### config.mk
export PLATFORM = sky130hd
export DESIGN_NAME = lif_chain_net
export DESIGN_NICKNAME = d
export VERILOG_FILES = /design/src/rtl/lif_pkg.sv /design/src/rtl/lif_chain_net_cell.sv /design/src/rtl/lif_chain_net.sv
export SDC_FILE = /design/constraint.sdc
export NUM_CORES = 1
export LEC_CHECK = 0
export ABC_AREA = 1
export CAP_MARGIN = 0
export CELL_PAD_IN_SITES_DETAIL_PLACEMENT = 1
export CELL_PAD_IN_SITES_GLOBAL_PLACEMENT = 1
export CORE_ASPECT_RATIO = 1.5
export CORE_MARGIN = 2
export CORE_UTILIZATION = 43
export DETAILED_ROUTE_END_ITERATION = 8
export PLACE_DENSITY_LB_ADDON = 0.1
export SLEW_MARGIN = 20
export SYNTH_ARGS = -nofsm -noshare
export SYNTH_HDL_FRONTEND = slang
export SYNTH_SLANG_ARGS = --single-unit
### constraint.sdc
create_clock -name clk -period 6.1 [get_ports clk]
set_clock_uncertainty 0.15 [all_clocks]
set_input_delay 0.61 -clock clk [delete_from_list [all_inputs] [get_ports clk]]
set_output_delay 0.61 -clock clk [all_outputs]
set_load 0.05 [all_outputs]
### src/rtl/lif_pkg.sv
// Shared constants and helpers for the leaky integrate-and-fire neuron chain.
//   DEF_*     : default parameter values for the chain and its cells
//   sat_add   : unsigned add clipped to the all-ones value of a w-bit result
package lif_pkg;

    localparam int unsigned DEF_NUM_NEURONS = 3;
    localparam int unsigned DEF_W           = 8;
    localparam int unsigned DEF_LEAK_SHIFT  = 1;
    localparam int unsigned DEF_REFRAC      = 2;
    localparam int unsigned DEF_CW          = 8;

    // Widest result sat_add supports; callers narrow the return value to w bits.
    localparam int unsigned SAT_MAX_W = 32;

    // a + b without wrap: anything above 2^w-1 is clipped to 2^w-1.
    function automatic logic [SAT_MAX_W-1:0] sat_add(
        input logic [SAT_MAX_W-1:0] a,
        input logic [SAT_MAX_W-1:0] b,
        input int unsigned          w
    );
        logic [SAT_MAX_W:0] sum;
        logic [SAT_MAX_W:0] lim;
        sum = {1'b0, a} + {1'b0, b};
        lim = ((SAT_MAX_W+1)'(1) << w) - (SAT_MAX_W+1)'(1);
        return (sum > lim) ? lim[SAT_MAX_W-1:0] : sum[SAT_MAX_W-1:0];
    endfunction

endpackage

### src/rtl/lif_chain_net_cell.sv
// One leaky integrate-and-fire neuron: membrane state, refractory counter, spike flag.
//   clk, reset   : clock, synchronous active-high reset
//   i_en         : step enable, 0 holds every register
//   i_threshold  : firing threshold
//   i_cur        : input current for this step (W+1 bits, already weighted)
//   o_state      : registered membrane state
//   o_spike      : registered spike flag
//   o_fire_c     : combinational, this edge will set the spike flag
module lif_cell
    import lif_pkg::*;
#(
    parameter int unsigned W          = DEF_W,
    parameter int unsigned LEAK_SHIFT = DEF_LEAK_SHIFT,
    parameter int unsigned REFRAC     = DEF_REFRAC
) (
    input  logic         clk,
    input  logic         reset,
    input  logic         i_en,
    input  logic [W-1:0] i_threshold,
    input  logic [W:0]   i_cur,
    output logic [W-1:0] o_state,
    output logic         o_spike,
    output logic         o_fire_c
);

    localparam int unsigned RW = (REFRAC > 0) ? $clog2(REFRAC + 1) : 1;

    logic [RW-1:0] r_refrac;
    logic [W-1:0]  r_state;
    logic          r_spike;

    logic [W-1:0]  w_leak;
    logic [W-1:0]  w_decayed;
    logic [W-1:0]  w_integrated;
    logic          w_refractory;
    logic          w_over;

    // Leak never exceeds the state, so the subtraction cannot underflow.
    assign w_leak       = r_state >> LEAK_SHIFT;
    assign w_decayed    = r_state - w_leak;
    assign w_integrated = W'(sat_add(SAT_MAX_W'(w_decayed), SAT_MAX_W'(i_cur), W));
    assign w_refractory = (r_refrac != '0);
    assign w_over       = (r_state >= i_threshold);
    assign o_fire_c     = i_en && !w_refractory && w_over;

    // Neuron update: refractory hold, then fire, then leak-and-integrate.
    always_ff @(posedge clk) begin
        if (reset) begin
            r_state  <= '0;
            r_spike  <= 1'b0;
            r_refrac <= '0;
        end else if (i_en) begin
            if (w_refractory) begin
                r_state  <= '0;
                r_spike  <= 1'b0;
                r_refrac <= r_refrac - RW'(1);
            end else if (w_over) begin
                r_state  <= '0;
                r_spike  <= 1'b1;
                r_refrac <= RW'(REFRAC);
            end else begin
                r_state  <= w_integrated;
                r_spike  <= 1'b0;
            end
        end
    end

    assign o_state = r_state;
    assign o_spike = r_spike;

endmodule

### src/rtl/lif_chain_net.sv
// Chain of leaky integrate-and-fire neurons with inter-stage synaptic weighting
// and a saturating spike counter on the last neuron.
//   clk, reset   : clock, synchronous active-high reset (clears all state)
//   en           : step enable, 0 holds every neuron register
//   threshold    : shared firing threshold
//   weight       : shared synaptic weight from neuron i-1 to neuron i
//   ext_current  : per-neuron external current, neuron i at [i*W +: W]
//   cnt_clr      : clear spike counter (honoured regardless of en)
//   state_out    : membrane states, same packing as ext_current
//   spike        : registered spike flags
//   spike_count  : saturating count of last-neuron spikes
module lif_chain_net
    import lif_pkg::*;
#(
    parameter int unsigned NUM_NEURONS = DEF_NUM_NEURONS,
    parameter int unsigned W           = DEF_W,
    parameter int unsigned LEAK_SHIFT  = DEF_LEAK_SHIFT,
    parameter int unsigned REFRAC      = DEF_REFRAC,
    parameter int unsigned CW          = DEF_CW
) (
    input  logic                     clk,
    input  logic                     reset,
    input  logic                     en,
    input  logic [W-1:0]             threshold,
    input  logic [W-1:0]             weight,
    input  logic [NUM_NEURONS*W-1:0] ext_current,
    input  logic                     cnt_clr,
    output logic [NUM_NEURONS*W-1:0] state_out,
    output logic [NUM_NEURONS-1:0]   spike,
    output logic [CW-1:0]            spike_count
);

    localparam logic [CW-1:0] CNT_MAX = '1;

    logic [NUM_NEURONS-1:0] w_fire;
    logic [CW-1:0]          r_spike_count;

    for (genvar g = 0; g < NUM_NEURONS; g++) begin : g_cell
        logic [W:0] w_cur;

        // Upstream spike is the registered flag, giving one step of synaptic delay.
        if (g == 0) begin : g_first
            assign w_cur = {1'b0, ext_current[0 +: W]};
        end else begin : g_rest
            assign w_cur = {1'b0, ext_current[g*W +: W]} + (spike[g-1] ? {1'b0, weight} : '0);
        end

        lif_cell #(
            .W          (W),
            .LEAK_SHIFT (LEAK_SHIFT),
            .REFRAC     (REFRAC)
        ) u_cell (
            .clk         (clk),
            .reset       (reset),
            .i_en        (en),
            .i_threshold (threshold),
            .i_cur       (w_cur),
            .o_state     (state_out[g*W +: W]),
            .o_spike     (spike[g]),
            .o_fire_c    (w_fire[g])
        );
    end

    // Counts on the same edge the last spike flag rises; clear beats increment.
    always_ff @(posedge clk) begin
        if (reset) begin
            r_spike_count <= '0;
        end else if (cnt_clr) begin
            r_spike_count <= '0;
        end else if (w_fire[NUM_NEURONS-1] && (r_spike_count != CNT_MAX)) begin
            r_spike_count <= r_spike_count + CW'(1);
        end
    end

    assign spike_count = r_spike_count;

endmodule

# ---- After elaboration in Yosys (flattened, before gate mapping)
# Index checks and enable logic that the tools add are counted.
dict set report totals {
  in_bits 44
  out_inout_bits 35
  word_cells 66
  register_bits 41
}
dict set report classes {
  order_cmp 6
  addsub 12
  n_eq_ne 1
  n_reduce_logical 14
  n_mux 23
}
# cell count
set op_table {}
lappend op_table {{8-bit 2-to-1 mux} 11}
lappend op_table {{8-bit by 8-bit adder with 9-bit output} 3}
lappend op_table {{8-bit >= comparator} 3}
lappend op_table {{8-bit by 7-bit subtractor with 8-bit output} 3}
lappend op_table {{8-bit by 9-bit adder with 10-bit output} 2}
lappend op_table {{10-bit by 8-bit greater-than comparator with 1-bit output (second input constant)} 2}
lappend op_table {{2-bit 2-to-1 mux} 6}
lappend op_table {{2-bit nonzero test} 6}
lappend op_table {{9-bit by 8-bit greater-than comparator with 1-bit output (second input constant)} 1}
lappend op_table {{8-bit by 1-bit adder with 8-bit output (second input constant)} 1}
lappend op_table {{8-bit != test (second input constant)} 1}
lappend op_table {{1-bit 2-to-1 mux} 6}
lappend op_table {{2-bit AND reduction} 3}
lappend op_table {{2-bit by 1-bit subtractor with 2-bit output (second input constant)} 3}
lappend op_table {{1-bit logical AND} 3}
lappend op_table {{2-bit OR reduction} 1}
lappend op_table {{1-bit logical NOT} 1}

# ---- Depth between registers and ports, before layout
# Gate-level depths: netlist (run 1).
dict set report depth {
  word_depth 7
  depth_mapped 22
}

# ---- Modules after synthesis
# From an unflattened synthesis (run 1), not the netlist that was laid out.
dict set report hier_totals {
  hier_cells 923
  area_unflattened_um2 6032.0
}
# module area_per_inst_um2 instances cells_each seq_area_each_um2
set modules_own_cells {}
lappend modules_own_cells {{lif_cell at g_cell[0].u_cell} 1572.8 1 231 220.2}
lappend modules_own_cells {{lif_cell at g_cell[2].u_cell} 1566.5 1 231 220.2}
lappend modules_own_cells {{lif_cell at g_cell[1].u_cell} 1561.5 1 231 220.2}
lappend modules_own_cells {lif_chain_net 1331.3 1 230 160.2}

# ---- Least setup slack after synthesis (run 1)
# OpenSTA, ideal clock, no wires.
dict set report synth_path {
  path_kind {reg2reg}
  start {reg g_cell[2].u_cell.r_state[1]}
  end {reg g_cell[2].u_cell.r_state[2]}
  path_buffers 0
  arrival_ns 3.408
  path_stages_with_launch 21
  t_required_ns 5.814
  setup_ns 0.136
  setup_slack_ns 2.406
  period_less_slack_ns 3.694
  path_cell_list {dfxtp_1 -> ha_1 -> inv_1 -> fa_1 -> nand3_1 -> nand2_1 -> nand2_1 -> nand2_1 -> a21oi_1 -> xor2_1 -> fa_1 -> inv_1 -> ha_1 -> nand2_1 -> nand2_1 -> nand2_1 -> nand2_1 -> a21oi_2 -> nand4_1 -> nand2_1 -> a21oi_2}
}
dict set report synth_between {
  elab_chain_cells 6
  elab_cells_between_ends 7
  classes_between {add/sub: 2; order compare: 2; mux: 3}
}
# element line
set synth_rtl {}
lappend synth_rtl {{start, declared} lif_chain_net_cell.sv:29} ;# logic [W-1:0] r_state;
lappend synth_rtl {{start signal, assigned} lif_chain_net_cell.sv:62} ;# r_state <= w_integrated;
lappend synth_rtl {{8-bit by 7-bit subtractor with 8-bit output} lif_chain_net_cell.sv:40} ;# assign w_decayed = r_state - w_leak;
lappend synth_rtl {{8-bit by 9-bit adder with 10-bit output} lif_pkg.sv:23} ;# sum = {1'b0, a} + {1'b0, b};
lappend synth_rtl {{10-bit by 8-bit greater-than comparator with 1-bit output} lif_pkg.sv:25} ;# return (sum > lim) ? lim[SAT_MAX_W-1:0] : sum[SAT_MAX_W-1:0];
lappend synth_rtl {{8-bit 2-to-1 mux} lif_pkg.sv:25}
lappend synth_rtl {{8-bit 2-to-1 mux (*)} lif_chain_net_cell.sv:57} ;# end else if (w_over) begin
lappend synth_rtl {{8-bit 2-to-1 mux (*)} lif_chain_net_cell.sv:53} ;# if (w_refractory) begin
# Every way passes the cells marked *; elsewhere a longest branch is shown, timed or not.
# A chain may end at the register's enable or synchronous reset.

# ---- Worst setup path after layout (run 1)
dict set report layout_path {
  start {reg g_cell[2].u_cell.r_state[1]}
  end {reg g_cell[2].u_cell.r_state[4]}
}
# Same word-level chain as after synthesis.

==> results of run 1 <==
## kinds of logic (layout without fill, tap and decap cells)
family          Yosys count  after routing  share of synthesized area, %
simple gates            319            319                          29.3
buf+inv                 151            226                          11.4
compound gates           97             97                          11.4
fa+ha+maj                96             96                          26.9
flops                    41             41                          16.1
xor+xnor                 28             28                          4.82
## final timing paths
kind	end	slack, ps	cells after the start
setup / recovery	g_cell[2].u_cell.o_state[4]	2290	20
hold / removal	g_cell[2].u_cell.r_refrac[0]	340	2
setup reg to reg	g_cell[2].u_cell.o_state[4]	2290	20
hold reg to reg	g_cell[2].u_cell.r_refrac[0]	340	2
## state kept, by name, summed over array words and instances, names as in the netlist
signal                  flops
g_cell.u_cell.r_refrac      6
g_cell.u_cell.o_state      24
g_cell.u_cell.o_spike       3
spike_count                 8
## routing by layer
layer / track usage [%] / vias up
li1: - / 2512
met1: 26.4 / 2395
met2: 49.4 / 75
met3: 2.35 / 24
met4: 5.96 / 0
met5: 0 / -
## cell usage in the layout, fill, tap and decap left out, types with 9 or more instances in the layout
master / synthesis / routed
sky130_fd_sc_hd__xor2_1: 19 / 19
sky130_fd_sc_hd__nand3_1: 31 / 31
sky130_fd_sc_hd__inv_1: 131 / 131
sky130_fd_sc_hd__nand2_1: 196 / 196
sky130_fd_sc_hd__clkdlybuf4s50_1: 0 / 78
sky130_fd_sc_hd__xnor2_1: 9 / 9
sky130_fd_sc_hd__a21oi_2: 16 / 16
sky130_fd_sc_hd__nor2_1: 24 / 24
sky130_fd_sc_hd__a21oi_1: 63 / 63
sky130_fd_sc_hd__ha_1: 74 / 74
sky130_fd_sc_hd__nand4_1: 39 / 39
sky130_fd_sc_hd__fa_1: 22 / 22
sky130_fd_sc_hd__dfxtp_1: 41 / 41
## through the flow
stage | hold WS, ps | instance area (um^2) | worst slack, ps | util, %
2_1_floorplan | 289 | 5090 | 2410 | -
3_3_place_gp | 301 | 6000 | 2430 | 52.1
3_5_place_dp | 327 | 6000 | 2300 | 52.1
4_1_cts | 336 | 6190 | 2290 | 53.7
5_1_grt | 375 | 6190 | 2000 | 53.7
6_report | 335 | 6190 | 2290 | 53.7
## area by class of cell
type                       count  area [um^2]
clock buffer                   5          125
clock inverter                 3         65.1
fill                        1528         5340
inverter                     139          522
multi-input combinational    540         3680
sequential                    41          821
tap                          150          188
timing repair buffer          79          788
## Yosys cell counts (all sizes together)
master / instances / area share [%]
nand2: 206 / 16
o211ai: 3 / 0.44
o21bai: 1 / 0.15
fa: 22 / 8.7
a21oi: 80 / 9.3
nand4: 40 / 5.0
nand3: 36 / 4.5
o21ai: 9 / 0.96
xnor2: 9 / 1.5
or2: 2 / 0.25
o21a: 4 / 0.59
buf: 9 / 0.96
nor2: 29 / 2.8
dfxtp: 41 / 16
clkbuf: 3 / 0.22
ha: 74 / 18
inv: 137 / 10
nand3b: 6 / 0.89
xor2: 19 / 3.3
clkinv: 2 / 0.15
## worst max-delay path: stages, from the launching register on
cell and delay, ps:
sky130_fd_sc_hd__dfxtp_1 470, sky130_fd_sc_hd__ha_1 200, sky130_fd_sc_hd__inv_1 60, sky130_fd_sc_hd__fa_1 400
sky130_fd_sc_hd__nand3_1 100, sky130_fd_sc_hd__nand2_1 90, sky130_fd_sc_hd__nand2_1 80, sky130_fd_sc_hd__nand2_1 50
sky130_fd_sc_hd__a21oi_1 180, sky130_fd_sc_hd__xor2_1 110, sky130_fd_sc_hd__fa_1 490, sky130_fd_sc_hd__inv_1 50
sky130_fd_sc_hd__ha_1 350, sky130_fd_sc_hd__nand2_1 80, sky130_fd_sc_hd__nand2_1 60, sky130_fd_sc_hd__nand2_1 60
sky130_fd_sc_hd__nand2_1 50, sky130_fd_sc_hd__a21oi_2 320, sky130_fd_sc_hd__nand4_1 190, sky130_fd_sc_hd__nand2_1 110
sky130_fd_sc_hd__a21oi_2 50
==> summary.log, run 1 <==
INFO  route          detailroute.wirelength.met3=327um
INFO  floorplan      pin_count=79
INFO  grt            antenna_found_initial=0
INFO  route          remaining_drc_errors=0
INFO  placement      dpl.hpwl=12800um
INFO  grt            grt_start_max_net_pins=31
INFO  synthesis      post_synth_cell_types=34
INFO  clock_network  cts-resized-gates=0
INFO  timing         setup_violations=0
INFO  synthesis      synth.avg_cell_area=6.95um^2
INFO  route          detailroute.wirelength.met2=8530um
INFO  timing         clock.fmax=262MHz
INFO  grt            vias_in_the_first_global_route=5422
INFO  clock_network  tritoncts=done
INFO  status         run_status=finished clean
INFO  synthesis      synth.cell_area=5090um^2
INFO  clock_network  cts_hold_buf=0
INFO  final_layout   share_of_final_layout_standard_cells_stronger_than_drive_strength_1=6.69%
INFO  clock_network  path_clk_slew=70ps
INFO  route          maxUsedRoutingLayer=met4
INFO  synthesis      yosys_warnings=0
INFO  timing         period_needed=3810ps
INFO  final_layout   areaGrowthSynthToFinish=21.7%
INFO  route          route.final.wire_length=15100um
INFO  clock_network  cts.path.max_buffers=2
INFO  worst_setup_path critical_path.reg2reg.startpoint=g_cell[2].u_cell.o_state[1]
INFO  clock_network  cts_buffers=5
INFO  grt            gr-usage-all-layers=24.3%
INFO  worst_setup_path critical_path_class=reg2reg
INFO  worst_setup_path critPathCaptureType=flip-flop
INFO  route          antenna_violating_nets_post_route=0
INFO  worst_setup_path startpoint_type=flip-flop
INFO  floorplan      die_h=137um
INFO  route          num_vias=5006
INFO  timing         final-hold-violation-count=0
INFO  timing         tns=0ps
INFO  worst_setup_path data_required_critical_path=6110ps
INFO  final_layout   num_antenna_cells=0
INFO  placement      gp_routability_congestion=0.913
INFO  route          route.layer.met1.wl=5920um
INFO  timing         post-route-period-util=62.5%
INFO  route          dr_vias_cell=5.23
INFO  floorplan      floorplan.rows=48
INFO  route          routed_wire_length_per_instance=15.8um
INFO  job            cap_violations=0
INFO  synthesis      postSynthNetCount=872
INFO  clock_network  cts.htree.levels=2
INFO  floorplan      core=11500um^2
INFO  clock_network  cts_sinks=41
INFO  final_layout   count_of_placed_standard_cells_in_the_final_layout_fillers_left_out=957
INFO  worst_setup_path worstPathArrival=3820ps
INFO  timing         final-max-slew-violation-count=0
INFO  clock_network  insertion_delay=280ps
INFO  route          dr.pass1.iters=4
INFO  synthesis      seq_area_frac_synth=16.1%
INFO  grt            grt_first_pass_wirelength=25000um
INFO  floorplan      dieArea=12700um^2
INFO  route          drt_iter0_drc=92
INFO  timing         slew_headroom=43.6%
INFO  floorplan      die_width=92.8um
INFO  clock_network  post_cts.repair.setup_buffers=0
INFO  synthesis      synth-seq-cells=41
INFO  clock_network  clk_root_buffer_cell=sky130_fd_sc_hd__clkbuf_16
INFO  grt            gr-total-overflow=0
INFO  worst_setup_path cp_max_fo=8
INFO  floorplan      initial_utilization=44.1%
INFO  placement      placedCellCount=949
INFO  final_layout   finalNetCount=946
INFO  timing         rsz0062_at_grt=false
INFO  hold_path      hold_start=g_cell[2].u_cell.r_refrac[0]
INFO  placement      buffer_ports.inserted=78
INFO  hold_path      hold_path.class=reg2reg
INFO  synthesis      post_synth_inst_count=732
INFO  timing         worstMarginPinSlew=841ps
INFO  worst_setup_path timing.critical_path.from=g_cell[2].u_cell.o_state[1]
Power of run 1 is not shown: default switching activity piles up to over one toggle a cycle in this logic, so the estimate is an artifact.
==> inputs of run 2 (changes only) <==
--- a/config.mk
+++ b/config.mk
@@ -11,7 +11,7 @@
 export CELL_PAD_IN_SITES_GLOBAL_PLACEMENT = 1
 export CORE_ASPECT_RATIO = 1.5
 export CORE_MARGIN = 2
-export CORE_UTILIZATION = 43
+export CORE_UTILIZATION = 40
 export DETAILED_ROUTE_END_ITERATION = 8
 export PLACE_DENSITY_LB_ADDON = 0.1
 export SLEW_MARGIN = 20
==> constraint.sdc (replaced) <==
create_clock -name clk -period 3.8 [get_ports clk]
set_clock_uncertainty 0.15 [all_clocks]
set_input_delay 0.38 -clock clk [delete_from_list [all_inputs] [get_ports clk]]
set_output_delay 0.38 -clock clk [all_outputs]
set_load 0.05 [all_outputs]
==> run 2 against run 1 <==
Compared with the run above: flip-flop and latch count is the same; critical path depth increased by 1; worst setup slack got worse by 2100 ps; non-clock buffer count is 8 higher; worst hold slack got worse by 16 ps; highest routed layer unchanged; sequential share of layout area shrank 0.14 points; first-iteration DRC count shrank 1.1%; utilization decreased by 3.2 points; critical path type unchanged.
==> summary.log, run 2 (synthesis gave the netlist of run 1 again) <==
INFO  final_layout   areaGrowthSynthToFinish=23.6%
INFO  grt            vias_in_the_first_global_route=5424
INFO  final_layout   largest_register_ff_count=24
INFO  grt            gr-total-overflow=0
INFO  final_layout   most_used_cells_in_the_layout_excluding_fill_and_tap_cells=sky130_fd_sc_hd__nand2_1, sky130_fd_sc_hd__inv_1, sky130_fd_sc_hd__clkdlybuf4s50_1
INFO  worst_setup_path data_required_critical_path=3780ps
INFO  timing         setup_violations=0
INFO  floorplan      die_width=96.1um
INFO  timing         final-max-slew-violation-count=0
INFO  route          dr_vias_cell=5.17
INFO  clock_network  tritoncts=done
INFO  final_layout   num_antenna_cells=0
INFO  clock_network  cts_hold_buf=0
INFO  clock_network  cts_buffers=5
INFO  clock_network  cts.htree.levels=2
INFO  job            cap_violations=0
INFO  grt            antenna_found_initial=0
INFO  grt            grt_start_max_net_pins=28
INFO  final_layout   finish.utilization=50.5%
INFO  final_layout   share_of_final_layout_standard_cells_stronger_than_drive_strength_1=9.08%
INFO  worst_setup_path critPathCaptureType=flip-flop
INFO  clock_network  path_clk_slew=60ps
INFO  placement      dpl.hpwl=12800um
INFO  hold_path      hold_path.class=reg2reg
INFO  grt            gr-usage-all-layers=22.9%
INFO  final_layout   layout.cells.most_common=sky130_fd_sc_hd__nand2_1
INFO  timing         post-route-period-util=93.7%
INFO  route          dr.pass1.iters=4
INFO  clock_network  cts_sinks=41
INFO  floorplan      initial_utilization=40.9%
INFO  route          num_vias=5022
INFO  route          drt_iter0_drc=91
INFO  floorplan      die_h=142um
INFO  floorplan      core=12400um^2
INFO  hold_path      min_delay_path_depth=2
INFO  clock_network  post_cts.repair.setup_buffers=0
INFO  floorplan      pin_count=79
INFO  timing         worstMarginPinSlew=862ps
INFO  timing         slew_headroom=42.2%
INFO  worst_setup_path cp_max_fo=8
INFO  placement      gp_routability_congestion=0.852
INFO  route          remaining_drc_errors=0
INFO  floorplan      floorplan.rows=50
INFO  placement      buffer_ports.inserted=78
INFO  route          antenna_violating_nets_post_route=0
INFO  status         run_status=finished clean
INFO  timing         period_needed=3560ps
INFO  worst_setup_path critical_path_class=reg2reg
INFO  route          routed_wire_length_per_instance=15.7um
INFO  worst_setup_path worstPathArrival=3540ps
INFO  timing         final-hold-violation-count=0
INFO  timing         clock.fmax=281MHz
INFO  clock_network  insertion_delay=290ps
INFO  route          route.final.wire_length=15300um
INFO  clock_network  clk_root_buffer_cell=sky130_fd_sc_hd__clkbuf_16
INFO  final_layout   finalNetCount=954
INFO  worst_setup_path startpoint_type=flip-flop
INFO  worst_setup_path r2r_depth=21
INFO  floorplan      dieArea=13700um^2
INFO  grt            grt_first_pass_wirelength=25000um
INFO  clock_network  cts.path.max_buffers=2
-- run 2: changes by cell type in the layout (fill, tap and decap cells not counted), sizes merged --
cell,previous run,this run
bufinv,2,0
buf,1,9
clkbuf,5,6
clkinv,3,4
-- run 2: area by class of cell --
| type | count | area (um^2) |
|---|---|---|
| Multi-Input combinational cell | 540 | 3740 |
| Sequential cell | 41 | 825 |
| Clock buffer | 6 | 139 |
| Tap cell | 156 | 195 |
| Clock inverter | 2 | 13.8 |
| Timing Repair Buffer | 87 | 848 |
| Inverter | 139 | 522 |
| Fill cell | 1621 | 6160 |
-- run 2: final timing paths --
kind,slack (ps),to,from
max,240,g_cell[1].u_cell.o_state[4],g_cell[1].u_cell.o_state[0]
min,320,g_cell[2].u_cell.o_spike,g_cell[2].u_cell.o_spike
max reg2reg,240,g_cell[1].u_cell.o_state[4],g_cell[1].u_cell.o_state[0]
min reg2reg,320,g_cell[2].u_cell.o_spike,g_cell[2].u_cell.o_spike
-- run 2: layer usage --
layer,wire length (um),global-route usage [%],part of all wire [%],vias to the layer above
li1,-,-,-,2523
met2,8500,45.4,56,69
met1,6140,24.7,40,2410
met3,326,2.07,2.1,20
met5,0,0,0,-
met4,292,6.47,1.9,0
-- run 2: critical path, stage by stage (launching register included) --
cell and delay, ps:
sky130_fd_sc_hd__dfxtp_2 330, sky130_fd_sc_hd__inv_2 60, sky130_fd_sc_hd__ha_1 140, sky130_fd_sc_hd__inv_1 60, sky130_fd_sc_hd__fa_2 350, sky130_fd_sc_hd__nand3_1 110, sky130_fd_sc_hd__nand2_2 80, sky130_fd_sc_hd__nand2_1 60
sky130_fd_sc_hd__nand2_1 60, sky130_fd_sc_hd__a21oi_2 150, sky130_fd_sc_hd__xor2_1 260, sky130_fd_sc_hd__fa_1 460, sky130_fd_sc_hd__inv_1 110, sky130_fd_sc_hd__ha_4 230, sky130_fd_sc_hd__nand2_2 80, sky130_fd_sc_hd__inv_2 50
sky130_fd_sc_hd__a21oi_4 180, sky130_fd_sc_hd__nand2_2 90, sky130_fd_sc_hd__nand2_4 100, sky130_fd_sc_hd__nand4_1 120, sky130_fd_sc_hd__nand2_1 110, sky130_fd_sc_hd__a21oi_1 70
-- run 2: stage by stage --
| stage | instances | hold slack, ps | cell area, um^2 | setup TNS, ps | setup WS, ps |
|---|---|---|---|---|---|
| 2_1_floorplan | 732 | 289 | 5090 | 0 | 106 |
| 3_3_place_gp | 963 | 299 | 6070 | 0 | 206 |
| 3_5_place_dp | 963 | 310 | 6070 | 0 | 85.6 |
| 4_1_cts | 971 | 319 | 6220 | 0 | 68.0 |
| 5_1_grt | 971 | 346 | 6280 | -200 | -50.9 |
| 6_report | 971 | 320 | 6280 | 0 | 238 |
-- run 2: repair_timing --
item	CTS	global route
hold endpoints to repair	0	0
setup endpoints to repair	0	16
resized for setup	0	17
Power of run 2 is left out for the same reason.
==> inputs of run 3 (changes only) <==
--- a/config.mk
+++ b/config.mk
@@ -6,14 +6,16 @@
 export NUM_CORES = 1
 export LEC_CHECK = 0
 export ABC_AREA = 1
+export ABC_CLOCK_PERIOD_IN_PS = 3800
 export CAP_MARGIN = 0
 export CELL_PAD_IN_SITES_DETAIL_PLACEMENT = 1
 export CELL_PAD_IN_SITES_GLOBAL_PLACEMENT = 1
 export CORE_ASPECT_RATIO = 1.5
 export CORE_MARGIN = 2
 export CORE_UTILIZATION = 40
+export CTS_CLUSTER_DIAMETER = 50
 export DETAILED_ROUTE_END_ITERATION = 8
-export PLACE_DENSITY_LB_ADDON = 0.1
+export PLACE_DENSITY_LB_ADDON = 0.12
 export SLEW_MARGIN = 20
 export SYNTH_ARGS = -nofsm -noshare
 export SYNTH_HDL_FRONTEND = slang
==> run 3 against run 2 <==
Compared with the run above: first-iteration DRC count fell by 16%; worst hold slack improved by 0.79 ps; utilization rose by 0.23 points; non-clock buffer count shrank 2; critical path depth is the same; routed wire length down 0.22%; global-route usage is 0.14 points higher; final cell count down 0.21%; critical path type unchanged; critical endpoint is now g_cell[1].u_cell.o_state[0]; largest cell class unchanged.
==> summary.log, run 3 (synthesis gave the netlist of run 1 again) <==
INFO  placement      dpl.hpwl=12700um
INFO  grt            antenna_found_initial=0
INFO  worst_setup_path cp_max_fo=8
INFO  worst_setup_path crit_path_cell_trace=inv_1 > ha_1 > inv_1 > fa_1 > nand3_1 > nand2_1 > nand2_1 > nand2_1 > a21oi_2 > xor2_1 > fa_1 > inv_2 > ha_4 > nand2_1 > nand2_1 > nand2_1 > nand2_1 > a21oi_4 > nand4_1 > nand2_1 > a21oi_1
INFO  placement      buffer_ports.inserted=78
INFO  floorplan      pin_count=79
INFO  grt            vias_in_the_first_global_route=5497
INFO  timing         post-route-period-util=94.3%
INFO  floorplan      die_width=96.1um
INFO  grt            gr-usage-all-layers=23.1%
INFO  clock_network  cts_sinks=41
INFO  worst_setup_path critPathCaptureType=flip-flop
INFO  worst_setup_path data_required_critical_path=3780ps
INFO  final_layout   most_used_cells_in_the_layout_excluding_fill_and_tap_cells=sky130_fd_sc_hd__nand2_1, sky130_fd_sc_hd__inv_1, sky130_fd_sc_hd__clkdlybuf4s50_1
INFO  clock_network  clk_root_buffer_cell=sky130_fd_sc_hd__clkbuf_16
INFO  worst_setup_path slowest_stage_cell_on_the_critical_path=sky130_fd_sc_hd__fa_1
INFO  timing         slew_headroom=44.1%
INFO  clock_network  insertion_delay=280ps
INFO  final_layout   areaGrowthSynthToFinish=24.1%
INFO  route          drt_iter0_drc=76
INFO  worst_setup_path max_stage_delay=450ps
INFO  worst_setup_path rrSetupSlack=220ps
INFO  clock_network  cts_buffers=5
INFO  clock_network  cts_hold_buf=0
INFO  route          routed_wire_length_per_instance=15.7um
INFO  floorplan      initial_utilization=40.9%
INFO  grt            gr-total-overflow=0
INFO  final_layout   fillerInstances=1601
INFO  route          dr.pass1.iters=4
INFO  route          antenna_violating_nets_post_route=0
INFO  floorplan      floorplan.rows=50
INFO  timing         period_needed=3580ps
INFO  timing         setup_violations=0
INFO  clock_network  path_clk_slew=60ps
INFO  final_layout   stdcell_area=6310um^2
INFO  worst_setup_path critical_path_class=reg2reg
INFO  floorplan      die_h=142um
INFO  placement      place_area=6050um^2
INFO  final_layout   num_antenna_cells=0
INFO  final_layout   layout.cells.most_common=sky130_fd_sc_hd__nand2_1
INFO  final_layout   largest_register_ff_count=24
INFO  floorplan      dieArea=13700um^2
INFO  route          dr_vias_cell=5.18
INFO  timing         final-hold-violation-count=0
INFO  status         run_status=finished clean
INFO  route          num_vias=5015
INFO  worst_setup_path most_frequent_cell_on_the_critical_path=sky130_fd_sc_hd__nand2_1
INFO  final_layout   share_of_final_layout_standard_cells_stronger_than_drive_strength_1=8.49%
INFO  floorplan      core=12400um^2
INFO  clock_network  cts.path.max_buffers=2
INFO  worst_setup_path worstPathArrival=3560ps
INFO  job            cap_violations=0
INFO  final_layout   finalNetCount=952
INFO  placement      gp_routability_congestion=0.896
INFO  route          remaining_drc_errors=0
INFO  timing         clock.fmax=279MHz
INFO  clock_network  cts.htree.levels=2
INFO  route          route.final.wire_length=15200um
INFO  grt            grt_first_pass_wirelength=25300um
INFO  worst_setup_path startpoint_type=flip-flop
INFO  timing         worstMarginPinSlew=836ps
INFO  grt            grt_start_max_net_pins=28
INFO  hold_path      hold_path.class=reg2reg
INFO  timing         final-max-slew-violation-count=0
INFO  clock_network  tritoncts=done
INFO  clock_network  post_cts.repair.setup_buffers=0
[run 3: cell count changes in the layout (fill, tap and decap cells not counted), sizes merged]
cell	change
clkbuf	+1
bufinv	+1
clkinv	-2
buf	-2
[run 3: critical path: cells and delay by family, from the launching register on]
kind / cells / cell delay [ps]
simple gates: 10 / 820
fa+ha+maj: 4 / 1260
xor+xnor: 1 / 180
flops: 1 / 330
buf+inv: 3 / 260
compound gates: 3 / 420
[run 3: worst paths after layout]
path	to	from	cells after the start
setup / recovery	g_cell[1].u_cell.o_state[0]	g_cell[1].u_cell.o_state[0]	21
hold / removal	g_cell[2].u_cell.o_spike	g_cell[2].u_cell.o_spike	2
setup reg to reg	g_cell[1].u_cell.o_state[0]	g_cell[1].u_cell.o_state[0]	21
hold reg to reg	g_cell[2].u_cell.o_spike	g_cell[2].u_cell.o_spike	2
[run 3: repair_timing]
item | in CTS | in global routing
endpoints found under the hold margin | 0 | 0
gates resized for setup | 0 | 16
endpoints found under the setup margin | 0 | 16
[run 3: cell type report]
| type | instances | area (um^2) | area share, % |
|---|---|---|---|
| multi-input combinational | 540 | 3760 | 59.6 |
| timing repair buffer | 85 | 833 | 13.2 |
| sequential | 41 | 826 | 13.1 |
| inverter | 139 | 522 | 8.26 |
| tap | 156 | 195 | 3.09 |
| clock buffer | 7 | 143 | 2.26 |
| clock inverter | 1 | 30.0 | 0.476 |
[run 3: layer usage]
layer  GRT usage, %  vias to the layer above  wire length, um
li1               -                     2516                -
met1           25.1                     2405             5990
met2           45.7                       73             8600
met3           2.44                       21              368
met4           5.64                        0              278
met5              0                        -                0
[run 3: through the flow]
stage	instances	hold WS, ps	setup TNS, ps	utilization (%)	setup WS [ps]
after floorplan	732	289	0	-	106
after CTS	969	323	0	50.0	33.4
after detailed placement	961	313	0	48.6	55.4
after global routing	969	346	-47.3	50.7	-16.5
after global placement	961	300	0	48.6	216
final	969	321	0	50.7	216
Power of run 3 is left out for the same reason.
==> RTL edit (flow settings as in run 3) <==
Set the package constant `DEF_CW` to 7 (it was 8).
--- a/src/rtl/lif_pkg.sv
+++ b/src/rtl/lif_pkg.sv
@@ -9,3 +9,3 @@
     localparam int unsigned DEF_REFRAC      = 2;
-    localparam int unsigned DEF_CW          = 8;
+    localparam int unsigned DEF_CW          = 7;
 
Interface: changed (resized spike_count); port bits go from 79 to 78. The function was not compared with the original's and may differ.
==> RTL edit against run 3 <==
  * Synthesized area grew 0.74%
  * Design area is the same
  * Routed wire length fell by 0.74%
  * Setup slack worse by 0.017 ns
  * Sequential cell count decreased by 1
Power is not shown: default switching activity piles up to over one toggle a cycle in this logic, so the estimate is an artifact.
==> RTL edit: results (changes against run 3) <==
- Status: completed (unchanged)
- Number of fill cells: 1,607 (was 1,601)
- Postcts setup bufs: 0 (unchanged)
- R2r startpoint: g_cell[2].u_cell.o_state[0]$_SDFFE_PP0P_ (was g_cell[1].u_cell.o_state[0]$_SDFFE_PP0P_)
- ClkCell Share: 2.93% (was 2.73%)
- #MultiIn Comb: 533 (was 540)
- Layout cells sized above 1: 9.69% (was 8.49%)
- DR WL met3: 311 µm (was 368 µm)
- Dpl hpwl: 12.7 mm (about the same)
- GPL Wtd Cong: 0.810 (was 0.896)
- Nonclk inv count: 140 (was 139)
- Critical Path Sink Type: register (unchanged)
- Highest Signal Layer: met4 (unchanged)
- Met3 GRT Util: 2.27% (was 2.44%)
- RR Endpoint: g_cell[2].u_cell.o_state[2]$_SDFFE_PP0P_ (was g_cell[1].u_cell.o_state[0]$_SDFFE_PP0P_)
- Vias in the first global route: 5,513 (was 5,497)
- Post-CTS resize count: 0 (unchanged)
- Ranking of synthesized cells by area: ha_1 (18%), dfxtp_1 (16%), nand2_1 (14%) (unchanged)
- Worst slack, placed: 0.189 ns (was 0.0554 ns)
- Met1 usage: 24.5% (was 25.1%)
- Sequential share of the synthesized area: 15.6% (was 16.1%)
- GR Util met2: 45.0% (was 45.7%)
- Vias: 4,951 (was 5,015)
- Initial DRC Count: 97 (was 76)
- Final WS setup: 0.199 ns (was 0.216 ns)
- First-pass GRT wire length: 25.1 mm (was 25.3 mm)
- CTS buffer count: 5 (unchanged)
- Buffer share of cell area: 13.2% (about the same)
- CP max FO: 8 (unchanged)
- Top FF cell, synth: dfxtp_1 (unchanged)
- GRT Util Overall: 23.0% (was 23.1%)
- Max reg flops: 24 (unchanged)
- Met1 WL: 5.97 mm (was 5.99 mm)
- Multi-input logic area: 3770 µm² (was 3760 µm²)
- Drt total wl: 15.1 mm (was 15.2 mm)
- Register fraction of the total cell area: 12.7% (was 13.1%)
- Syn Nets: 865 (was 872)
- Met2 wire length: 8.37 mm (was 8.60 mm)
- PortBufs: 77 (was 78)
- Nets@finish: 945 (was 952)
- Async set or reset register ratio after synthesis: 0% (unchanged)
- R2R depth: 21 (unchanged)
- Worst EP arrival: 3.62 ns (was 3.56 ns)
- DRC: 0 (unchanged)
- Slew @ Worst Pin: 0.593 ns (was 0.836 ns)
- Num sequential: 40 (was 41)
- Synth top cells by count: nand2_1 (191), inv_1 (133), ha_1 (74) (was nand2_1 (196), inv_1 (131), ha_1 (74))
- Antenna Cells: 0 (unchanged)
- Initial antenna violation count: 0 (unchanged)
- Max incr delay on CP: 0.43 ns (was 0.45 ns)
- Skew-Pair Late Insertion Delay: 0.29 ns
==> RTL edit: changes by cell type after synthesis, sizes merged, moves of 2 or more <==
| cell | delta |
|---|---|
| nand3 | -2 |
| nand2 | -3 |
| clkbuf | +3 |
| xnor2 | -2 |
| buf | -3 |
| inv | +2 |
==> RTL edit: kinds of logic (layout without fill, tap and decap cells) <==
logic type | count (synthesis) | in the layout | synth area share (%)
buffers and inverters | 152 | 232 | 11.4
AOI/OAI and AO/OA | 96 | 96 | 12.1
adders and majority gates | 96 | 96 | 26.7
xor gates and xnor gates | 26 | 26 | 4.44
and+or+nand+nor | 315 | 315 | 29.7
DFF | 40 | 40 | 15.6
==> RTL edit: per-stage QoR <==
stage / instance area, µm² / std cells / utilization [%]
after floorplan: 5120 / 725 / -
after CTS: 6270 / 961 / 50.1
final: 6310 / 961 / 50.5
after global placement: 6090 / 954 / 48.7
after global routing: 6310 / 961 / 50.5
after detailed placement: 6090 / 954 / 48.7
==> RTL edit: how the worst min path moves through the flow <==
stage                                       endpoint  slack, ns                                   from
4_1_cts                  spike_count[6]$_SDFFE_PP0P_       0.33            spike_count[6]$_SDFFE_PP0P_
2_1_floorplan  g_cell[2].u_cell.o_spike$_SDFFE_PP0P_       0.30  g_cell[2].u_cell.o_spike$_SDFFE_PP0P_
5_1_grt                  spike_count[6]$_SDFFE_PP0P_       0.35            spike_count[6]$_SDFFE_PP0P_
3_5_place_dp   g_cell[2].u_cell.o_spike$_SDFFE_PP0P_       0.31  g_cell[2].u_cell.o_spike$_SDFFE_PP0P_
6_report                 spike_count[6]$_SDFFE_PP0P_       0.32            spike_count[6]$_SDFFE_PP0P_
3_3_place_gp             spike_count[6]$_SDFFE_PP0P_       0.31            spike_count[6]$_SDFFE_PP0P_
